<file path="src/rtl/subleq_input_output_ports.sv">
// Memory-mapped write path for the SUBLEQ core: one address drives an 8-bit output port and every
// other address goes to a 256 x 8 data RAM. Read data for the current address is returned one edge later.
module subleq_input_output_ports #(
    parameter logic [7:0] IO_ADDR = 8'd0,
    parameter int         DEPTH   = 256
) (
    input  logic       CLK,
    input  logic       RST,
    input  logic [7:0] addrWrite,
    input  logic [7:0] dataWrite,
    input  logic       WE,
    output logic [7:0] out_port,
    output logic [7:0] out_ram
);

    logic [7:0] mem [DEPTH];
    logic [7:0] ram_rd_q;

    logic [7:0]       out_port_q, out_port_d;
    logic [7:0]       byp_q, byp_d;
    logic             use_ram_q, use_ram_d;
    logic [DEPTH-1:0] valid_q, valid_d;

    logic sel_port;
    logic wr_ram;

    assign sel_port = (addrWrite == IO_ADDR);
    assign wr_ram   = WE && !sel_port && !RST;

    always_comb begin
        out_port_d = out_port_q;
        if (WE && sel_port) begin
            out_port_d = dataWrite;
        end
    end

    // A RAM word reads back as zero until written after the last reset, so clearing the
    // valid bits stands in for zeroing every word while the array itself stays resetless.
    always_comb begin
        valid_d = valid_q;
        if (WE && !sel_port) begin
            valid_d[addrWrite] = 1'b1;
        end
    end

    // The read port returns the pre-write word; writes and port reads are served from the bypass.
    always_comb begin
        byp_d     = 8'h00;
        use_ram_d = 1'b0;
        if (sel_port) begin
            byp_d = out_port_d;
        end else if (WE) begin
            byp_d = dataWrite;
        end else begin
            use_ram_d = valid_q[addrWrite];
        end
    end

    always_ff @(posedge CLK) begin
        if (wr_ram) begin
            mem[addrWrite] <= dataWrite;
        end
        ram_rd_q <= mem[addrWrite];
    end

    always_ff @(posedge CLK) begin
        if (RST) begin
            out_port_q <= 8'h00;
            byp_q      <= 8'h00;
            use_ram_q  <= 1'b0;
            valid_q    <= '0;
        end else begin
            out_port_q <= out_port_d;
            byp_q      <= byp_d;
            use_ram_q  <= use_ram_d;
            valid_q    <= valid_d;
        end
    end

    assign out_port = out_port_q;
    assign out_ram  = use_ram_q ? ram_rd_q : byp_q;

endmodule

</file>
<file path="config.mk">
export PLATFORM = sky130hd
export DESIGN_NAME = subleq_input_output_ports
export DESIGN_NICKNAME = d
export VERILOG_FILES = /design/src/rtl/subleq_input_output_ports.sv
export SDC_FILE = /design/constraint.sdc
export NUM_CORES = 2
export LEC_CHECK = 0
export BUFFER_PORTS_ARGS = -buffer_cell sky130_fd_sc_hd__buf_2
export CAP_MARGIN = 10
export CORE_ASPECT_RATIO = 0.8
export CORE_UTILIZATION = 25
export CTS_CLUSTER_DIAMETER = 80
export DETAILED_ROUTE_END_ITERATION = 8
export PLACE_DENSITY = 0.4
export SYNTH_ARGS = -nofsm -noshare
export SYNTH_HDL_FRONTEND = slang
export SYNTH_SLANG_ARGS = --single-unit
</file>
<file path="constraint.sdc">
create_clock -name CLK -period 8.3 [get_ports CLK]
set_input_delay 0.83 -clock CLK [delete_from_list [all_inputs] [get_ports CLK]]
set_output_delay 0.83 -clock CLK [all_outputs]
set_load 0.02 [all_outputs]
</file>
==> results.md <==
- Number of buffer and inverter stages on the critical path: 3
- Relative slew slack: 0.965%
- Result of the run: finished, final reports clean
- Residual DRC count: 0
- Category of the worst setup path capture point: flop
- Crit path time final: approximately 4.8 ns
- Final-layout worst hold slack: 0.370 ns
- Average footprint of a synthesized cell: 21.2 um^2
- Clock buffer depth: 4
- Final #Nets: between 4,000 and 5,000
- Worst hold-check path type: input port to flop
- Via count normalized by instance count: between 4 and 5
- Final Hold Fails: 0
- Violation count after the first detailed-routing iteration: about 4,200
- Placer Congestion: 0.772
- Final worst path period share: 57.9%
- Warnings from Yosys: 0
- Row Count: 195
- Total of max-cap violations: 0
- Number of enable flip-flop cells after synthesis: 2,048
- Seq/Total Area, Yosys: between 70 and 80%
- Die span in y: 537 um
- TritonCTS clock tree: done
- Number of sinks driven by the clock tree: 2,329
- Number of ports placed on the die boundary: 35
- Async set or reset register ratio after synthesis: 0%
- Maximum number of pins on one net before global-route repair: 153
- Worst vdd rail ir drop: 0.196 mV
- Crit path max-delay family: buffers and inverters
- Setup-violating endpoint count in the final report: 0
- Largest stage delay on the critical path: 0.93 ns
- Number of buffers inserted by hold repair at cts: 0
- Global-route wire length before repair: 382,000 um
- Setup Buffers After CTS: 0
- Number of antenna violations at the first check in global routing: 19
- Data arrival time at the worst-slack endpoint: between 5 and 6 ns
- Global route overflow: 0
- Most used cell, CP: sky130_fd_sc_hd__mux4_2
- Flops & latches, synth: 2,329
- Slew Limit Fails: 0
- Via Count: between 40,000 and 50,000
- Cell count after synthesis: 4,218
- Vias in the first global route: 44,439
- Area share of the largest cell type after synthesis: 68.8%
- RSZ-0062 raised after global routing: no
- Number of cells upsized or downsized after cts: 0
- Total power per unit cell area: 241 nW/um^2
- Clk_skew: between 0.06 and 0.07 ns
- Leak: ~33 nW
- Share of post-route cells with drive strength above 1: between 20% and 30%
- Clock transition at the registers of the reported paths: around 0.060 ns
- Met3 wirelength from detailed routing: 13,000 um
- All-layer global routing usage: 15.0%
- Wirelength, routed: between 200,000 and 300,000 um
- P&R area growth vs syn: 15.2%
- Worst-skew pair later-pin latency: 0.91 ns
- Post-Synthesis Cell Area: 89,400 um^2
- Number of port buffers: 34
- Post-synth top area cell: sky130_fd_sc_hd__edfxtp_1
- Max Clock Freq: 208 MHz
- Highest layer used for signal routing: met4
- Worst slew pin tran: about 1.5 ns
- Routed Antenna Nets: 0
- Number of detailed-routing iterations run before antenna repair: 5
- Clock root buffer master: sky130_fd_sc_hd__clkbuf_16
- Initial core utilization: 25.2%
- Layout Utilization: 29.1%
- Cells taking the most area after synthesis: sky130_fd_sc_hd__edfxtp_1, sky130_fd_sc_hd__mux4_2, sky130_fd_sc_hd__dfxtp_1
- Critical Path Source Type: input port
- Fill cells: around 35,000
- HPWL after detailed placement: between 150,000 and 200,000 um
- Width of the die: around 670 um
- Kind of critical path: input port to flop
- Post-DR wirelength/cell: about 30 um
- Core region area: 354,000 um^2
- Die outline area: 360,000 um^2
- Count of distinct cell types in the synthesized netlist: 51
- Critical-path cell list: buf_8, buf_12, buf_4, mux4_2, mux4_2, a22oi_1, a21oi_1, or4_1
- Most used flip-flop cell after synthesis: sky130_fd_sc_hd__edfxtp_1
- Synth top cells by count: sky130_fd_sc_hd__edfxtp_1, sky130_fd_sc_hd__mux4_2, sky130_fd_sc_hd__dfxtp_1
- Max Fanout on Critical Path: 64
- Total power draw: 0.0248 W
- DRT met1 WL: roughly 140,000 um
- Number of buffers created by CTS: 239
- Most frequent cell after synthesis: sky130_fd_sc_hd__edfxtp_1
- Met2 wire length: roughly 120,000 um
- Setup tns final: 0 ns
- # H-tree levels: 4
- Required @ worst endpoint: 9.07 ns
- Cell with the largest stage delay on the worst path: sky130_fd_sc_hd__a22oi_1
tightest hold or removal path, cell delays in order:
cell	delay, ns
sky130_fd_sc_hd__buf_2	0.19
sky130_fd_sc_hd__nand3_1	0.10
sky130_fd_sc_hd__a21oi_1	0.08
routing by layer:
metal  up-vias  track usage [%]
li1      17816                -
met1     24211             23.1
met5         -                0
met4         0             3.11
met3       333             2.19
met2      1094             22.5
where the power goes:
| part | total (W) | switching, W | internal [W] | leakage, nW |
|---|---|---|---|---|
| Combinational | 0.00124 | 0.000838 | 0.000404 | 8.10 |
| Sequential | 0.0128 | 0.0000229 | 0.0128 | 20.7 |
| Clock | 0.0108 | 0.00460 | 0.00618 | 3.76 |
registers in the layout (all words and copies together) (netlist names):
name,count
out_port,8
mem,2048
use_ram_q,1
ram_rd_q,8
valid_q,256
byp_q,8
worst paths after layout:
kind	start	endpoint	slack, ns	cells after the start
hold / removal	WE	out_port[7]	0.37	3
hold reg to reg	valid_q[88]	valid_q[88]	0.45	1
setup reg to reg	mem[47][2]	ram_rd_q[2]	4.89	5
setup / recovery	addrWrite[0]	ram_rd_q[1]	3.49	8
through the flow:
step / setup WS (ns) / area [um^2] / instances
CTS: 3.48 / 103000 / 9245
global route: 3.40 / 103000 / 9251
detailed placement: 2.50 / 95200 / 8805
floorplan: 4.74 / 89400 / 4225
global placement: 2.21 / 95200 / 8803
finish: 3.49 / 103000 / 9254
area by class of cell:
class | instances | area [um^2] | share of cell area (%)
Multi-Input combinational cell | 1588 | 20900 | 20.3
Antenna cell | 6 | 15.0 | 0.0146
Tap cell | 4728 | 5920 | 5.74
Clock buffer | 344 | 6800 | 6.60
Timing Repair Buffer | 135 | 1180 | 1.15
Inverter | 28 | 113 | 0.109
Sequential cell | 2329 | 67100 | 65.2
Clock inverter | 96 | 916 | 0.889
kinds of logic after synthesis:
logic type             count (synthesis)  synth area share [%]
AOI/OAI and AO/OA                    427                  3.55
DFF                                 2329                  75.1
muxes                                733                  17.8
buffers and inverters                308                  1.63
other                                  1               0.00420
and+or+nand+nor                      420                  1.94
cells in the final DEF, fill, tap and decap left out, types with 6 or more instances in the layout:
cell type / netlist / final
sky130_fd_sc_hd__or4_1: 6 / 6
sky130_fd_sc_hd__clkinv_2: 0 / 29
sky130_fd_sc_hd__a22oi_1: 55 / 55
sky130_fd_sc_hd__dfxtp_1: 281 / 281
sky130_fd_sc_hd__a221oi_1: 11 / 11
sky130_fd_sc_hd__nand2_2: 0 / 9
sky130_fd_sc_hd__o21ai_0: 16 / 16
sky130_fd_sc_hd__nand3_1: 30 / 27
sky130_fd_sc_hd__mux2_2: 8 / 8
sky130_fd_sc_hd__nand2_1: 71 / 60
sky130_fd_sc_hd__mux4_2: 681 / 681
sky130_fd_sc_hd__o22ai_1: 27 / 27
sky130_fd_sc_hd__mux2i_1: 44 / 44
sky130_fd_sc_hd__clkbuf_8: 0 / 34
sky130_fd_sc_hd__and2_1: 6 / 6
sky130_fd_sc_hd__nor2b_1: 10 / 7
sky130_fd_sc_hd__buf_4: 28 / 89
sky130_fd_sc_hd__buf_8: 0 / 12
sky130_fd_sc_hd__buf_2: 55 / 22
sky130_fd_sc_hd__o2bb2ai_1: 59 / 59
sky130_fd_sc_hd__clkbuf_16: 0 / 243
sky130_fd_sc_hd__nor2_1: 273 / 270
sky130_fd_sc_hd__a31oi_1: 6 / 6
sky130_fd_sc_hd__conb_1: 1 / 8
sky130_fd_sc_hd__diode_2: 0 / 6
sky130_fd_sc_hd__a22o_1: 11 / 11
sky130_fd_sc_hd__clkbuf_1: 145 / 67
sky130_fd_sc_hd__inv_1: 26 / 24
sky130_fd_sc_hd__o211ai_1: 7 / 7
sky130_fd_sc_hd__edfxtp_1: 2048 / 2048
sky130_fd_sc_hd__bufinv_16: 0 / 17
sky130_fd_sc_hd__a21oi_1: 34 / 34
sky130_fd_sc_hd__clkinvlp_4: 0 / 8
sky130_fd_sc_hd__clkinv_1: 1 / 38
sky130_fd_sc_hd__buf_12: 0 / 8
sky130_fd_sc_hd__a21o_1: 172 / 172
No activity file was read; power rests on OpenSTA's default activity.
